$ cat src/rtl/adder_share_arbiter.sv
// adder_share_arbiter
// Round-robin scheduler that shares one 16-bit adder among NUM_REQ requesters.
// Each granted 32-bit add runs as two 16-bit passes (low, then high with carry).
// Optional feature macro: ADDER_SUB_EN adds a per-requester Sub input that
// turns the operation into A-B (CO=1 means no borrow).
module adder_share_arbiter #(
    parameter int NUM_REQ = 4,
    parameter int IDW     = $clog2(NUM_REQ)
) (
    input  logic                    Clk,
    input  logic                    Reset,
    input  logic [NUM_REQ-1:0]      Req,
    input  logic [NUM_REQ*32-1:0]   OpA,
    input  logic [NUM_REQ*32-1:0]   OpB,
`ifdef ADDER_SUB_EN
    input  logic [NUM_REQ-1:0]      Sub,
`endif
    output logic [NUM_REQ-1:0]      Done,
    output logic [31:0]             Result,
    output logic                    CO,
    output logic                    Busy,
    output logic [IDW-1:0]          GrantId
);

    // one extra bit so pointer+offset can exceed NUM_REQ-1 before wrapping
    localparam int             PW        = IDW + 1;
    localparam logic [PW-1:0]  NUM_REQ_P = PW'(NUM_REQ);

    typedef enum logic [1:0] {IDLE, LO, HI, DONE} state_t;

    state_t             state_reg;
    state_t             state_next;
    logic [IDW-1:0]     ptr_reg;
    logic [IDW-1:0]     ptr_next;
    logic [IDW-1:0]     grant_reg;
    logic [31:0]        a_reg;
    logic [31:0]        b_reg;
    logic [15:0]        lo_reg;
    logic               c16_reg;
    logic [31:0]        result_reg;
    logic               co_reg;
`ifdef ADDER_SUB_EN
    logic               sub_reg;
`endif

    logic [31:0]        op_a_arr [NUM_REQ];
    logic [31:0]        op_b_arr [NUM_REQ];
    logic [NUM_REQ-1:0] req_rot;
    logic               grant_found;
    logic [PW-1:0]      grant_offset;
    logic [PW-1:0]      grant_sum;
    logic [IDW-1:0]     grant_idx;
    logic [PW-1:0]      ptr_sum;
    logic [15:0]        add_a;
    logic [15:0]        add_b;
    logic               add_cin;
    logic [16:0]        add_sum;
    logic               busy_c;
    logic               done_en;

    // unpack the flattened operand buses and drive the one-hot Done vector
    for (genvar gi = 0; gi < NUM_REQ; gi++) begin : g_req
        assign op_a_arr[gi] = OpA[32*gi +: 32];
        assign op_b_arr[gi] = OpB[32*gi +: 32];
        assign Done[gi]     = done_en && (grant_reg == IDW'(gi));
    end

    // rotate requests so bit 0 is the requester at the round-robin pointer
    assign req_rot = NUM_REQ'({Req, Req} >> ptr_reg);

    // round-robin pick: lowest set rotated bit, mapped back to an absolute index
    always_comb begin
        grant_found  = 1'b0;
        grant_offset = '0;
        for (int k = NUM_REQ - 1; k >= 0; k--) begin
            if (req_rot[k]) begin
                grant_found  = 1'b1;
                grant_offset = PW'(k);
            end
        end
        grant_sum = {1'b0, ptr_reg} + grant_offset;
        if (grant_sum >= NUM_REQ_P) begin
            grant_sum = grant_sum - NUM_REQ_P;
        end
        grant_idx = grant_sum[IDW-1:0];
    end

    // pointer moves to the requester just after the one being completed
    always_comb begin
        ptr_sum = {1'b0, grant_reg} + PW'(1);
        if (ptr_sum >= NUM_REQ_P) begin
            ptr_sum = '0;
        end
        ptr_next = ptr_sum[IDW-1:0];
    end

    // shared 16-bit adder: low half with cin 0 in LO, high half with c16 in HI
    always_comb begin
        add_a   = (state_reg == HI) ? a_reg[31:16] : a_reg[15:0];
        add_b   = (state_reg == HI) ? b_reg[31:16] : b_reg[15:0];
        add_cin = (state_reg == HI) ? c16_reg : 1'b0;
`ifdef ADDER_SUB_EN
        if (sub_reg) begin
            add_b = ~add_b;
            if (state_reg != HI) begin
                add_cin = 1'b1;
            end
        end
`endif
        add_sum = {1'b0, add_a} + {1'b0, add_b} + {16'b0, add_cin};
    end

    // FSM state register
    always_ff @(posedge Clk) begin
        if (Reset) begin
            state_reg <= IDLE;
        end else begin
            state_reg <= state_next;
        end
    end

    // FSM next-state logic
    always_comb begin
        state_next = state_reg;
        case (state_reg)
            IDLE:    if (grant_found) state_next = LO;
            LO:      state_next = HI;
            HI:      state_next = DONE;
            DONE:    state_next = IDLE;
            default: state_next = IDLE;
        endcase
    end

    // FSM outputs
    always_comb begin
        busy_c  = (state_reg != IDLE);
        done_en = (state_reg == DONE);
    end

    // datapath: operand capture, pass results, pointer update
    always_ff @(posedge Clk) begin
        if (Reset) begin
            ptr_reg    <= '0;
            grant_reg  <= '0;
            a_reg      <= '0;
            b_reg      <= '0;
            lo_reg     <= '0;
            c16_reg    <= 1'b0;
            result_reg <= '0;
            co_reg     <= 1'b0;
`ifdef ADDER_SUB_EN
            sub_reg    <= 1'b0;
`endif
        end else begin
            case (state_reg)
                IDLE: begin
                    if (grant_found) begin
                        a_reg     <= op_a_arr[grant_idx];
                        b_reg     <= op_b_arr[grant_idx];
                        grant_reg <= grant_idx;
`ifdef ADDER_SUB_EN
                        sub_reg   <= Sub[grant_idx];
`endif
                    end
                end
                LO: begin
                    lo_reg  <= add_sum[15:0];
                    c16_reg <= add_sum[16];
                end
                HI: begin
                    result_reg <= {add_sum[15:0], lo_reg};
                    co_reg     <= add_sum[16];
                end
                DONE: begin
                    ptr_reg <= ptr_next;
                end
                default: ;
            endcase
        end
    end

    assign Result  = result_reg;
    assign CO      = co_reg;
    assign Busy    = busy_c;
    assign GrantId = grant_reg;

endmodule

$ cat config.mk
export PLATFORM = sky130hd
export DESIGN_NAME = adder_share_arbiter
export DESIGN_NICKNAME = d
export VERILOG_FILES = /design/src/rtl/adder_share_arbiter.sv
export SDC_FILE = /design/constraint.sdc
export NUM_CORES = 1
export LEC_CHECK = 0
export CORE_ASPECT_RATIO = 1.5
export CORE_UTILIZATION = 48
export DETAILED_ROUTE_END_ITERATION = 16
export PLACE_DENSITY = 0.89
export SYNTH_ARGS = -nofsm -noshare
export SYNTH_HDL_FRONTEND = slang
export SYNTH_SLANG_ARGS = --single-unit
$ cat constraint.sdc
create_clock -name Clk -period 4 [get_ports Clk]
set_clock_uncertainty 0.15 [all_clocks]
set_input_delay 0.8 -clock Clk [delete_from_list [all_inputs] [get_ports Clk]]
set_output_delay 0.8 -clock Clk [all_outputs]
set_load 0.01 [all_outputs]
==> metrics.log <==
[metrics] number of top-level design ports: 302
[metrics] hold bufs inserted after CTS: 0
[metrics] switching power total: 2.59 mW
[metrics] global-route wire length before repair: 53,700 microns
[metrics] Ys Warns: 0
[metrics] startpoint types: register
[metrics] number of cells on the worst reg-to-reg path: 11
[metrics] cell leakage power: 4.59 nW
[metrics] number of optimization iterations in the first detailed-route pass: 6
[metrics] number of setup violations in the final report: 0
[metrics] remaining global-route overflow: 0
[metrics] synthesized net count: 1,489
[metrics] via count of the first global-routing pass: 10,359
[metrics] post-synth top area share: 0.251
[metrics] highest-delay cell along the critical path: sky130_fd_sc_hd__a311oi_1
[metrics] worst slew margin relative to its limit: 0.465
[metrics] number of rows created at floorplan: 62
[metrics] HP Start: a_reg[2]
[metrics] most instantiated cells after synthesis: sky130_fd_sc_hd__nor3_1, sky130_fd_sc_hd__dfxtp_1, sky130_fd_sc_hd__nand2_1
[metrics] insertion delay to the later sink of the worst-skew pair: 420 ps
[metrics] Final min period: 3820 ps
[metrics] 1st-iter DRT viols: 925
[metrics] total area of sequential cells: 2400 sq um
[metrics] sequential cell area fraction in the yosys report: 0.251
[metrics] GRT met1 Usage: 0.385
[metrics] Global Route met2 Usage: 0.567
[metrics] biggest fanout along the worst timing path: 31
[metrics] final wirelength: 34,000 microns
[metrics] final routed wire length divided by cell count: 20.2 microns
[metrics] Max H-tree Level: 4
[metrics] number of enable flip-flop cells after synthesis: 0
[metrics] GPL Wtd Cong: 0.956
[metrics] clock root buffer: sky130_fd_sc_hd__clkbuf_16
[metrics] CTS sink count: 120
[metrics] switching power share of the total: 0.399
[metrics] initial antenna violation count: 0
[metrics] worst hold endpoint: a_reg[2]
[metrics] GRT Util Overall: 0.336
[metrics] DR DRC count: 0
[metrics] Inserted Clock Buffers: 17
[metrics] Max Fclk: 262 MHz
[metrics] path category of the worst min-delay check: reg2reg
[metrics] synthesis-to-finish area growth: 38.5%
[metrics] layout cell share with drive strength beyond 1: 0.122
[metrics] count of buffers added by post-CTS timing repair for setup: 0
[metrics] filler cell count: 1,502
[metrics] number of slew-limit violations in the final report: 0
[metrics] ys async rst share: 0
[metrics] number of failing hold endpoints at the final stage: 0
[metrics] DR vias/cell: 6.39
[metrics] Final Cycle Share: 0.954
[metrics] top-count cell post-synth: sky130_fd_sc_hd__nor3_1
[metrics] proportion of power drawn by the clock network: 0.232
[metrics] CP cell instances: inv_1, ha_4, buf_4, mux2_1, ha_1, a21o_1, a221o_1, a41oi_1, nand2_1, a311oi_1, a211oi_1
[metrics] leading area contributor after synthesis: sky130_fd_sc_hd__dfxtp_1
[metrics] endpoint type of the worst setup path: register
[metrics] number of unique standard cell types used by synthesis: 65
[metrics] standard cell core area: 19,300 sq um
[metrics] starting density of the core: 0.495
[metrics] unrepaired setup endpoints after global routing: false
[metrics] count of maximum capacitance violations: 0
[metrics] mean post-synth cell area: 7.97 sq um
[metrics] largest net degree at the start of global routing: 106
[metrics] count of nets after finishing: 1,706
[metrics] critical path launch point: state_reg[0]
[metrics] Gate Count Post-Synth: 1,200
[metrics] worst endpoint data arrival time: 3910 ps
[metrics] DIE HEIGHT: 175 microns
[metrics] R2R Path Start: state_reg[0]
[metrics] #FFs+latches synth: 120
[metrics] internal power: 3.91 mW
[metrics] Worst-path clk slew: 50 ps
[metrics] ranking of synthesized cells by area: sky130_fd_sc_hd__dfxtp_1, sky130_fd_sc_hd__nor3_1, sky130_fd_sc_hd__o32a_1, sky130_fd_sc_hd__o221ai_1, sky130_fd_sc_hd__o31ai_2
[metrics] data required time of the critical path: 4090 ps
[metrics] antenna-violating nets left: 0
[metrics] accumulated negative setup slack: 0 ps
[metrics] reg-to-reg setup timing slack: 180 ps
[metrics] cell depth of the worst hold path: 2
[metrics] synthesized cell area: 9570 sq um
[metrics] Power per Cell Area: 491 nW/um^2
[metrics] chip width: 117 microns
[metrics] CP max stage delay: 410 ps
[metrics] Max rail drop VDD: 0.000361 V
[metrics] CTS max path bufs: 2
[metrics] part of the power in registers: 0.275
[metrics] area occupied by multi-input gates: 6580 sq um
[metrics] Setup Crit Path Kind: reg2reg
[metrics] Final Core Density: 0.686
[metrics] ys flop type: sky130_fd_sc_hd__dfxtp_1
[metrics] worst-margin pin slew: 803 ps
[metrics] number of buffers inserted by port buffering: 301
[metrics] Comb pwr share: 0.493
[metrics] global route hottest layer: met2
[metrics] CTS tree: yes
[metrics] run status: complete, no violations
[metrics] detailed placer's ending HPWL: 24,900 microns
[metrics] via total after detailed routing: 10,773
[metrics] count of instances resized after the clock tree is built: 0
[metrics] Reg-to-Reg End: c16_reg
[metrics] met3 capacity usage during global routing: 0.0482
[metrics] Die ar.: 20,500 sq um
-- final cells by class --
type / count / area share
diodes: 1 / 0.000189
clock buffers: 21 / 0.0340
clock inverters: 11 / 0.00935
inverters: 12 / 0.00359
multi-input cells: 939 / 0.496
flip-flops and latches: 120 / 0.181
well taps: 256 / 0.0242
repair buffers: 327 / 0.251
-- metal layers --
| metal | share of wire | vias to the layer above |
|---|---|---|
| li1 | - | 4982 |
| met1 | 0.37 | 5047 |
| met2 | 0.50 | 591 |
| met3 | 0.060 | 153 |
| met4 | 0.071 | 0 |
| met5 | 0 | - |
-- cell families (layout without fill, tap and decap cells) --
kind of cell    count (synthesis)  count (layout)  synth area share
buf+inv                       141             371            0.0673
xor+xnor                        9               9           0.00824
compound gates                392             392             0.317
other cells                     0               1                 0
flops                         120             120             0.251
simple gates                  448             448             0.249
fa+ha+maj                      27              27            0.0369
mux                            63              63            0.0711
-- cell usage in the layout, fill, tap and decap left out, types with 16 or more instances in the layout --
cell                              Yosys  layout
sky130_fd_sc_hd__a21oi_1             79      78
sky130_fd_sc_hd__buf_4               15      16
sky130_fd_sc_hd__clkbuf_16            0      17
sky130_fd_sc_hd__clkdlybuf4s50_1      0     300
sky130_fd_sc_hd__dfxtp_1            120     120
sky130_fd_sc_hd__ha_1                25      23
sky130_fd_sc_hd__mux2_1              29      29
sky130_fd_sc_hd__mux2i_1             32      32
sky130_fd_sc_hd__nand2_1             83      83
sky130_fd_sc_hd__nand2b_1            70      70
sky130_fd_sc_hd__nor2_1              43      43
sky130_fd_sc_hd__nor3_1             133     132
sky130_fd_sc_hd__o21ai_1             66      66
sky130_fd_sc_hd__o221ai_1            64      64
sky130_fd_sc_hd__o31ai_1             23      23
sky130_fd_sc_hd__o31ai_2             40      40
sky130_fd_sc_hd__o32a_1              63      63
sky130_fd_sc_hd__or2_2               63      63
-- worst max-delay path: cells and delay by family, from the launching register on --
kind	cells	cell delay (ps)
AOI/OAI and AO/OA	5	1410
buffers and inverters	2	480
muxes	1	400
adders and majority gates	2	750
DFF	1	350
and+or+nand+nor	1	120
-- worst max-delay path by stage --
stage	endpoint	cells past startpoint	slack, ps
3_3_place_gp	c16_reg	11	390
5_1_grt	c16_reg	11	40
6_report	c16_reg	11	180
3_5_place_dp	c16_reg	11	230
2_1_floorplan	CO	14	340
4_1_cts	c16_reg	11	230
-- power by group through the flow --
stage	clock, mW	sequential [mW]	combinational [mW]
final	1.51	1.79	3.21
after global routing	1.56	1.81	3.45
after CTS	1.51	1.78	3.17
after detailed placement	0	1.80	3.14
after global placement	0	1.79	3.04
after floorplan	0	1.70	2.12
-- through the flow --
step	cell area (sq um)	cells	total power [mW]	setup slack (ps)	hold WS [ps]
finish	13300	1687	6.50	184	301
global route	13200	1686	6.83	42.1	314
CTS	13200	1686	6.45	226	301
detailed placement	12700	1654	4.94	234	294
global placement	12700	1654	4.84	388	284
floorplan	9570	1200	3.82	336	273
Note: power is estimated with default switching activity, not from simulation.
